`src/rtl/pipelined_segmented_adder.sv`:
```
// pipelined_segmented_adder
//   N-bit adder (a + b + ci) split into K = N/S segments, one segment per
//   pipeline stage, with the inter-segment carry registered between stages.
//   Operand segments not yet consumed ride along with the beat (input skew),
//   and finished sum segments are carried forward (output deskew), so the
//   final stage holds the complete sum. Latency is K cycles.
//   Backpressure stalls the whole pipe: en = ~out_valid | out_ready.
//
// Parameters
//   N : operand / result width
//   S : segment width (N must be a multiple of S)
//
// Ports
//   clk       : clock, all state on rising edge
//   rst       : synchronous active-high reset, discards in-flight beats
//   in_valid  : operand beat valid
//   in_ready  : block can accept a beat this cycle
//   a, b, ci  : operands and carry-in
//   out_valid : result beat valid
//   out_ready : downstream accepts result
//   c, co     : sum (mod 2^N) and carry-out of bit N-1
//   ov        : signed overflow, present only with
//               PIPELINED_SEGMENTED_ADDER_OVERFLOW_EN defined
module pipelined_segmented_adder #(
  parameter int N = 32,
  parameter int S = 8
) (
  input  logic         clk,
  input  logic         rst,
  input  logic         in_valid,
  output logic         in_ready,
  input  logic [N-1:0] a,
  input  logic [N-1:0] b,
  input  logic         ci,
  output logic         out_valid,
  input  logic         out_ready,
  output logic [N-1:0] c,
  output logic         co
`ifdef PIPELINED_SEGMENTED_ADDER_OVERFLOW_EN
  ,
  output logic         ov
`endif
);

  localparam int K = N / S;

  generate
    if (N % S != 0) begin : g_bad_cfg
      $error("pipelined_segmented_adder: N must be a multiple of S");
    end
  endgenerate

  // Stage k registers: full-width operand copy, partially built sum,
  // segment carry-out and valid.
  logic [N-1:0] a_q   [K];
  logic [N-1:0] b_q   [K];
  logic [N-1:0] sum_q [K];
  logic         cy_q  [K];
  logic         vld_q [K];

  // Stage k inputs: stage 0 is fed from the ports, stage k from stage k-1.
  logic [N-1:0] ain     [K];
  logic [N-1:0] bin     [K];
  logic         vin     [K];
  logic         cy_in   [K];
  logic [S:0]   seg_add [K];
  logic [N-1:0] sum_nxt [K];

  logic en;

  assign en        = ~vld_q[K-1] | out_ready;
  assign in_ready  = en;
  assign out_valid = vld_q[K-1];
  assign c         = sum_q[K-1];
  assign co        = cy_q[K-1];

  always_comb begin
    ain[0]     = a;
    bin[0]     = b;
    vin[0]     = in_valid;
    cy_in[0]   = ci;
    sum_nxt[0] = '0;
    for (int k = 1; k < K; k++) begin
      ain[k]     = a_q[k-1];
      bin[k]     = b_q[k-1];
      vin[k]     = vld_q[k-1];
      cy_in[k]   = cy_q[k-1];
      sum_nxt[k] = sum_q[k-1];
    end
    for (int k = 0; k < K; k++) begin
      seg_add[k] = {1'b0, ain[k][k*S +: S]} + {1'b0, bin[k][k*S +: S]}
                 + {{S{1'b0}}, cy_in[k]};
      sum_nxt[k][k*S +: S] = seg_add[k][S-1:0];
    end
  end

  // Data registers load only behind a valid beat; bubbles just move the
  // valid bits.
  always_ff @(posedge clk) begin
    if (rst) begin
      for (int k = 0; k < K; k++) begin
        vld_q[k] <= 1'b0;
        cy_q[k]  <= 1'b0;
        sum_q[k] <= '0;
        a_q[k]   <= '0;
        b_q[k]   <= '0;
      end
    end else if (en) begin
      for (int k = 0; k < K; k++) begin
        vld_q[k] <= vin[k];
        if (vin[k]) begin
          cy_q[k]  <= seg_add[k][S];
          sum_q[k] <= sum_nxt[k];
          a_q[k]   <= ain[k];
          b_q[k]   <= bin[k];
        end
      end
    end
  end

`ifdef PIPELINED_SEGMENTED_ADDER_OVERFLOW_EN
  // Carry into bit N-1 is recovered as a ^ b ^ sum at that bit.
  logic ov_nxt;
  logic ov_q;

  assign ov_nxt = ain[K-1][N-1] ^ bin[K-1][N-1] ^ seg_add[K-1][S-1]
                ^ seg_add[K-1][S];
  assign ov     = ov_q;

  always_ff @(posedge clk) begin
    if (rst) begin
      ov_q <= 1'b0;
    end else if (en && vin[K-1]) begin
      ov_q <= ov_nxt;
    end
  end
`endif

  // The last stage's operand copy has no consumer.
  logic unused_tail;
  assign unused_tail = ^{a_q[K-1], b_q[K-1]};

endmodule

```
`config.mk`:
```
export PLATFORM = sky130hd
export DESIGN_NAME = pipelined_segmented_adder
export DESIGN_NICKNAME = d
export VERILOG_FILES = /design/src/rtl/pipelined_segmented_adder.sv
export SDC_FILE = /design/constraint.sdc
export NUM_CORES = 1
export LEC_CHECK = 0
export BUFFER_PORTS_ARGS = -buffer_cell sky130_fd_sc_hd__buf_2
export CORE_AREA = 2 2 105 208
export CTS_CLUSTER_DIAMETER = 80
export DETAILED_ROUTE_END_ITERATION = 12
export DIE_AREA = 0 0 107 210
export HOLD_SLACK_MARGIN = 0.1
export PLACE_DENSITY_LB_ADDON = 0.2
export SKIP_CTS_REPAIR_TIMING = 1
export SLEW_MARGIN = 15
export SYNTH_ARGS = -nofsm -noshare
export SYNTH_HDL_FRONTEND = slang
export SYNTH_SLANG_ARGS = --single-unit
```
`constraint.sdc`:
```
create_clock -name clk -period 4.6 [get_ports clk]
set_input_delay 0.46 -clock clk [delete_from_list [all_inputs] [get_ports clk]]
set_output_delay 0.46 -clock clk [all_outputs]
set_load 0.1 [all_outputs]
```
==> Yosys cells after proc, flatten, opt, wreduce, memory -nomap -nowiden <==
Memories as Yosys holds them, arrays and structs flattened.
Index checks and enable logic that the tools add are counted.
Widths: inputs -> output; s select.
{ "totals": {"register_bits": 0, "mem_bits_rw": 392, "out_inout_bits": 35, "word_cells": 76, "mem_count": 5} }
{ "classes": {"add_sub_neg": 8, "mux": 41, "bitwise": 22} }
{ "mem_list": {"columns": ["memory", "depth", "word_bits", "rd", "rd_clocked_by_memory_dff", "wr", "line", "rtl"], "rows": [
  ["a_q", 4, 32, 3, 0, 4, "55", "logic [N-1:0] a_q [K];"],
  ["b_q", 4, 32, 3, 0, 4, "56", "logic [N-1:0] b_q [K];"],
  ["sum_q", 4, 32, 4, 0, 4, "57", "logic [N-1:0] sum_q [K];"],
  ["cy_q", 4, 1, 4, 0, 4, "58", "logic cy_q [K];"],
  ["vld_q", 4, 1, 4, 0, 4, "59", "logic vld_q [K];"]
]} }
{ "op_table": {"columns": ["cell", "n"], "rows": [
  ["$mux 32", 12],
  ["$add 8x8->9", 4],
  ["$add 9x1->9", 4],
  ["$mux 1", 29],
  ["$or 1x1->1", 21],
  ["$not 1->1", 1]
]} }

==> Depth between registers and ports, before layout <==
Gate-level depths: netlist of the first run.
An unclocked memory read counts as a cell.
{ "logic_depth": {"ltp_word": 7, "ltp_mapped": 8, "depth_no_buf": 7} }

==> Worst setup path after synthesis of the first run <==
OpenSTA, ideal clock, no wires.
{ "synth_path": {"kind": "reg-to-reg", "start": "memory vld_q[3][0] (netlist: vld_q[0][3])", "end": "memory cy_q[3][0] (netlist: cy_q[0][3]) (enable)", "setup_ns": 0.469, "arrival_time_ns": 3.423, "required_ns": 4.131, "slack_ns": 0.708, "path_stages_with_launch": 3, "path_buffers": 0, "cell_sequence": "edfxtp_1 > nor2b_4 > o21ai_0"} }
{ "synth_lines": {"columns": ["element", "line"], "rows": [
  ["start: declaration", "59"],
  ["end: declaration", "58"]
]} }

==> out/qor.csv, run 1 <==
stage,metric,value,unit
placement,pre-CTS setup slack,2.19,ns
finish,Final Cell Area,0.00958,mm^2
synthesis,Syn. warnings,0,
drt,Via-to-Cell Ratio,4.67,
finish,Area Growth Syn to Fin,17.0,%
worst_setup_path,startpoint types,flop,
floorplan,Top Ports,104,
synthesis,syn_nets,680,
grt,vias in the first global route,4596,
worst_setup_path,crit-path leading delay family,adder cells,
cts,CTS sink cnt,184,
power,overall power,3.82,mW
drt,Detail Route Antenna Nets,0,
placement,Placement Cell Area,0.00899,mm^2
cts,H-tree depth,4,
drt,residual DRC count,0,
timing,max frequency,430,MHz
worst_setup_path,"most used cell, CP",fa_1,
power,leakage power,3.91,nW
finish,post-layout util,45.8,%
timing,Slew Limit Fails,0,
floorplan,Die X,107,um
timing,# setup viols final,0,
cts,clk buf depth,2,
drt,Post-Route WL,12.4,mm
synthesis,Mapped Cells,575,
worst_setup_path,CP Capture Type,flop,
worst_setup_path,CP Cell Sequence,fa_1 -> fa_1 -> a211oi_1 -> o21a_1 -> o21ai_0 -> o211a_1,
worst_setup_path,critical path class,flop to flop,
floorplan,Core Area,0.0209,mm^2
min_path,worst min-delay path class,input pin to flop,
worst_setup_path,crit-path max cell delay,0.50,ns
worst_setup_path,"Req. time, crit path",4.79,ns
power,Pwr Density,399,mW/mm^2
timing,max_slew headroom,34.7,%
worst_setup_path,"Max FO, Critical Path",3,
timing,Final Cycle Share,50.6,%
placement,Final HPWL DP,9.27,mm
drt,drt first pass iters,4,
grt,largest net degree at the start of global routing,58,
finish,fin nets,786,
worst_setup_path,slowest CP cell,fa_1,
synthesis,Synth Register Bits,184,
timing,TNS Setup,0,ns
timing,"Hold Vio Cnt, Final",0,
cts,total CTS buffers,17,
timing,PnR worst setup slack,2.27,ns
drt,initial drt markers,86,
cts,clk_lat worst skew,0.43,ns
timing,Final Skew,0.00710,ns
power,Max IR drop VDD,0.000213,V
flow_run,Max-cap violations,0,
synthesis,Avg Inst Size Synth,14.2,um^2
timing,clock period minus worst slack,2.33,ns
floorplan,Starting Density,39.1,%
finish,highest-count cells in the layout ignoring fill and taps,"edfxtp_1 (184), and2_1 (150), buf_2 (103), ha_1 (28), nor2_1 (22)",
worst_setup_path,sum of buffers and inverters on the critical path,0,
placement,PortBufs,103,
outcome,status,finished clean,
timing,RSZ-0062 raised after global routing,false,
cts,CTS tree,done,
finish,share of layout cells above drive strength 1,22.0,%
grt,first-pass GRT wire length,21.3,mm
cts,Worst-path clk slew,0.07,ns
grt,initial antenna violation count,0,
finish,# diodes,0,
drt,WL/cell,12.9,um
worst_setup_path,critical path arrival,2.51,ns
floorplan,die height,210,um
floorplan,total die area,0.0225,mm^2
grt,gr usage total,12.2,%
cts,CTS root buf,clkbuf_16,
grt,GRT Residual Overflow,0,
synthesis,"Seq/Total Area, Yosys",67.5,%
drt,DR vias,4502,
synthesis,top post-synthesis cells by area,"edfxtp_1 (68%), and2_1 (11%), ha_1 (4.3%), fa_1 (2.0%), a21oi_1 (1.2%)",
synthesis,Synth cell types,41,
synthesis,Synth Cell Area,0.00819,mm^2
floorplan,# rows,75,
finish,"commonest non-fill, non-tap cell in the layout",edfxtp_1,
placement,RD Place Congestion,0.778,
synthesis,share of the synthesized area in the top cell type,67.5,%
synthesis,Synth area leader,edfxtp_1,
timing,Slew @ Worst Pin,0.976,ns
## registers in the layout, summed over array words and instances (netlist names)
name and flops:
vld_q 4, sum_q 80, b_q 48, cy_q 4, a_q 48
## cells in the mapped netlist
cell type and count:
a211o_1 4, a211oi_1 8, a21o_1 7, a21oi_1 19, a2bb2oi_1 1, a31oi_1 1, and2_1 150, and2b_2 1
and3_1 5, buf_2 6, clkbuf_1 11, edfxtp_1 184, fa_1 8, ha_1 28, inv_1 11, inv_2 5
inv_4 1, mux2i_1 1, nand2_1 11, nand2b_1 2, nand3_1 5, nand3_2 4, nand3b_1 4, nand4b_1 4
nor2_1 22, nor2b_1 7, nor2b_4 2, nor3_1 8, nor3b_1 4, nor4b_1 4, o2111ai_1 1, o211a_1 2
o21a_1 11, o21a_2 1, o21ai_0 13, o21ai_1 7, o21bai_1 1, o31a_1 4, or4_1 1, xnor2_1 2
xor2_1 4
## cells by family after synthesis
| family | after synthesis | share of synthesized area (%) |
|---|---|---|
| fa+ha+maj | 36 | 6.24 |
| mux | 1 | 0.122 |
| xor+xnor | 6 | 0.642 |
| flops | 184 | 67.5 |
| simple gates | 234 | 17.5 |
| buf+inv | 34 | 1.68 |
| compound gates | 80 | 6.36 |
## where the power goes
| part | internal (mW) | switching [mW] | leakage [nW] |
|---|---|---|---|
| clock network | 0.767 | 0.645 | 0.280 |
| logic | 0.130 | 0.291 | 1.66 |
| registers | 1.96 | 0.0280 | 1.97 |
## layout make-up
class / instances / area [um^2]
timing repair buffer: 104 / 523
tap: 269 / 337
inverter: 17 / 66.3
clock inverter: 15 / 155
multi-input combinational: 357 / 2550
clock buffer: 17 / 425
sequential: 184 / 5530
fill: 1893 / 11300
## through the flow
step / std cells / hold WS [ns]
final: 963 / 0.298
after global routing: 963 / 0.284
after CTS: 963 / 0.275
after detailed placement: 931 / 0.504
after global placement: 931 / 0.500
after floorplan: 575 / 0.497
## worst paths after layout
kind,depth (start not counted),slack [ns],start,endpoint
min reg2reg,1,0.51,sum_q[0][38],sum_q[0][70]
min,2,0.30,a[9],a_q[0][9]
max,6,2.27,cy_q[0][1],cy_q[0][2]
max reg2reg,6,2.27,cy_q[0][1],cy_q[0][2]
## per-layer routing
layer | share of wire, % | vias up | track usage, %
li1 | - | 2296 | -
met1 | 39 | 2084 | 13.2
met2 | 54 | 100 | 21.3
met3 | 4.5 | 22 | 3.12
met4 | 3.0 | 0 | 6.67
met5 | 0 | - | 0
Note: power is estimated with default switching activity, not from simulation.
==> run 2: changes to the inputs <==
- clock period: 4.6 -> 2.15 ns (I/O delays scaled with it)
==> out/qor.csv, run 2 (same netlist as run 1, synthesis figures left out) <==
stage,metric,value,unit
cts,CTS sink cnt,184,
floorplan,Starting Density,39.1,%
flow_run,Max-cap violations,0,
cts,clk_lat worst skew,0.43,ns
grt,initial antenna violation count,0,
finish,max reg flops,80,
timing,RSZ-0062 raised after global routing,true,
cts,H-tree depth,4,
placement,RD Place Congestion,0.821,
drt,DR vias,4741,
drt,drt first pass iters,4,
finish,fin nets,851,
finish,non-filler cells in the finished layout,1028,
worst_setup_path,critical path arrival,2.28,ns
timing,clock period minus worst slack,2.11,ns
power,leakage power,4.19,nW
placement,PortBufs,103,
floorplan,total die area,0.0225,mm^2
drt,WL/cell,12.7,um
floorplan,# rows,75,
floorplan,die height,210,um
worst_setup_path,"Req. time, crit path",2.32,ns
drt,initial drt markers,71,
timing,Slew Limit Fails,0,
timing,Final Skew,0.0123,ns
timing,max_slew headroom,67.6,%
timing,Slew @ Worst Pin,0.490,ns
cts,CTS tree,done,
floorplan,Core Area,0.0209,mm^2
finish,"commonest non-fill, non-tap cell in the layout",edfxtp_1,
finish,Top Registers,"sum_q: 80 flops, a_q: 48 flops, b_q: 48 flops",
worst_setup_path,CP Capture Type,flop,
drt,Detail Route Antenna Nets,0,
timing,"Hold Vio Cnt, Final",0,
worst_setup_path,"Max FO, Critical Path",3,
outcome,status,finished clean,
placement,pre-CTS setup slack,-0.101,ns
grt,GRT Residual Overflow,0,
placement,Cells after DPL,946,
timing,max frequency,474,MHz
min_path,worst min-delay path class,input pin to flop,
finish,Area Growth Syn to Fin,25.3,%
cts,clk buf depth,2,
finish,fill cell count,1850,
cts,total CTS buffers,17,
power,Pwr Density,795,mW/mm^2
cts,Worst-path clk slew,0.07,ns
finish,Biggest register,sum_q,
timing,Final Cycle Share,98.1,%
power,overall power,8.16,mW
finish,Register Area,0.00553,mm^2
drt,Post-Route WL,13.0,mm
finish,post-layout util,49.0,%
finish,share of layout cells above drive strength 1,23.7,%
finish,highest-count cells in the layout ignoring fill and taps,"edfxtp_1 (184), and2_1 (150), buf_2 (103), dlygate4sd3_1 (48), ha_1 (28)",
timing,PnR worst setup slack,0.0409,ns
timing,# setup viols final,0,
worst_setup_path,startpoint types,flop,
grt,vias in the first global route,4648,
cts,CTS root buf,clkbuf_16,
finish,# diodes,0,
placement,Final HPWL DP,9.54,mm
grt,gr usage total,12.3,%
drt,residual DRC count,0,
grt,largest net degree at the start of global routing,58,
timing,TNS Setup,0,ns
grt,first-pass GRT wire length,21.8,mm
worst_setup_path,critical path class,flop to flop,
drt,Via-to-Cell Ratio,4.61,
power,Max IR drop VDD,0.000449,V
floorplan,Top Ports,104,
finish,area occupied by multi-input gates,0.00262,mm^2
floorplan,Die X,107,um
-- run 2: cell types whose count changed in the layout (fill, tap and decap cells not counted), moves of 2 or more --
cell           previous run  this run
dlygate4sd3_1             0        48
buf_4                     1        15
fa_1                      8         2
fa_2                      0         6
o21ai_0                  12         8
o21ai_1                   7        11
a211oi_1                  8         5
a211oi_2                  0         3
nand2_8                   0         3
buf_12                    0         2
clkbuf_1                  0         2
nand2_2                   2         0
-- run 2: per-layer routing --
layer  track usage (%)  up-vias  routed length, um  part of all wire (%)
met5                 0        -                  0                     0
met4              5.06        0                256                   2.0
met3              3.68       21                509                   3.9
met2              22.1      108               7270                    56
met1              13.3     2180               4990                    38
li1                  -     2432                  -                     -
-- run 2: cell type report --
cell class / count / area share, %
clock inverter: 13 / 1.11
inverter: 17 / 0.646
clock buffer: 19 / 4.22
tap: 269 / 3.28
timing repair buffer: 169 / 11.3
sequential: 184 / 53.9
multi-input combinational: 357 / 25.6
-- run 2: where the power goes --
group / leakage, nW / switching (mW) / internal [mW] / total [mW]
Combinational: 1.96 / 0.658 / 0.373 / 1.03
Clock: 0.262 / 1.35 / 1.51 / 2.87
Sequential: 1.97 / 0.0609 / 4.20 / 4.26
Total: 4.19 / 2.07 / 6.09 / 8.16
-- run 2: final timing paths --
kind | startpoint | end | slack, ns | cells after the start
setup / recovery | a_q[0][88] | sum_q[0][126] | 0.04 | 8
hold reg to reg | sum_q[0][1] | sum_q[0][33] | 0.50 | 1
hold / removal | b[7] | cy_q[0][0] | 0.28 | 3
setup reg to reg | a_q[0][88] | sum_q[0][126] | 0.04 | 8
-- run 2: per-stage QoR --
stage | cell area [um^2] | hold slack, ns
detailed placement | 9170 | 0.495
CTS | 9720 | 0.0346
finish | 10300 | 0.285
floorplan | 8240 | 0.413
global route | 10300 | 0.273
global placement | 9170 | 0.491
-- run 2: critical path, stage by stage (launching register included) --
cell and delay, ns:
edfxtp_1 0.41, fa_2 0.42, inv_2 0.07, fa_2 0.23, nor2b_4 0.05, o31a_1 0.30, buf_6 0.13, o2111ai_2 0.16
nand3_1 0.09
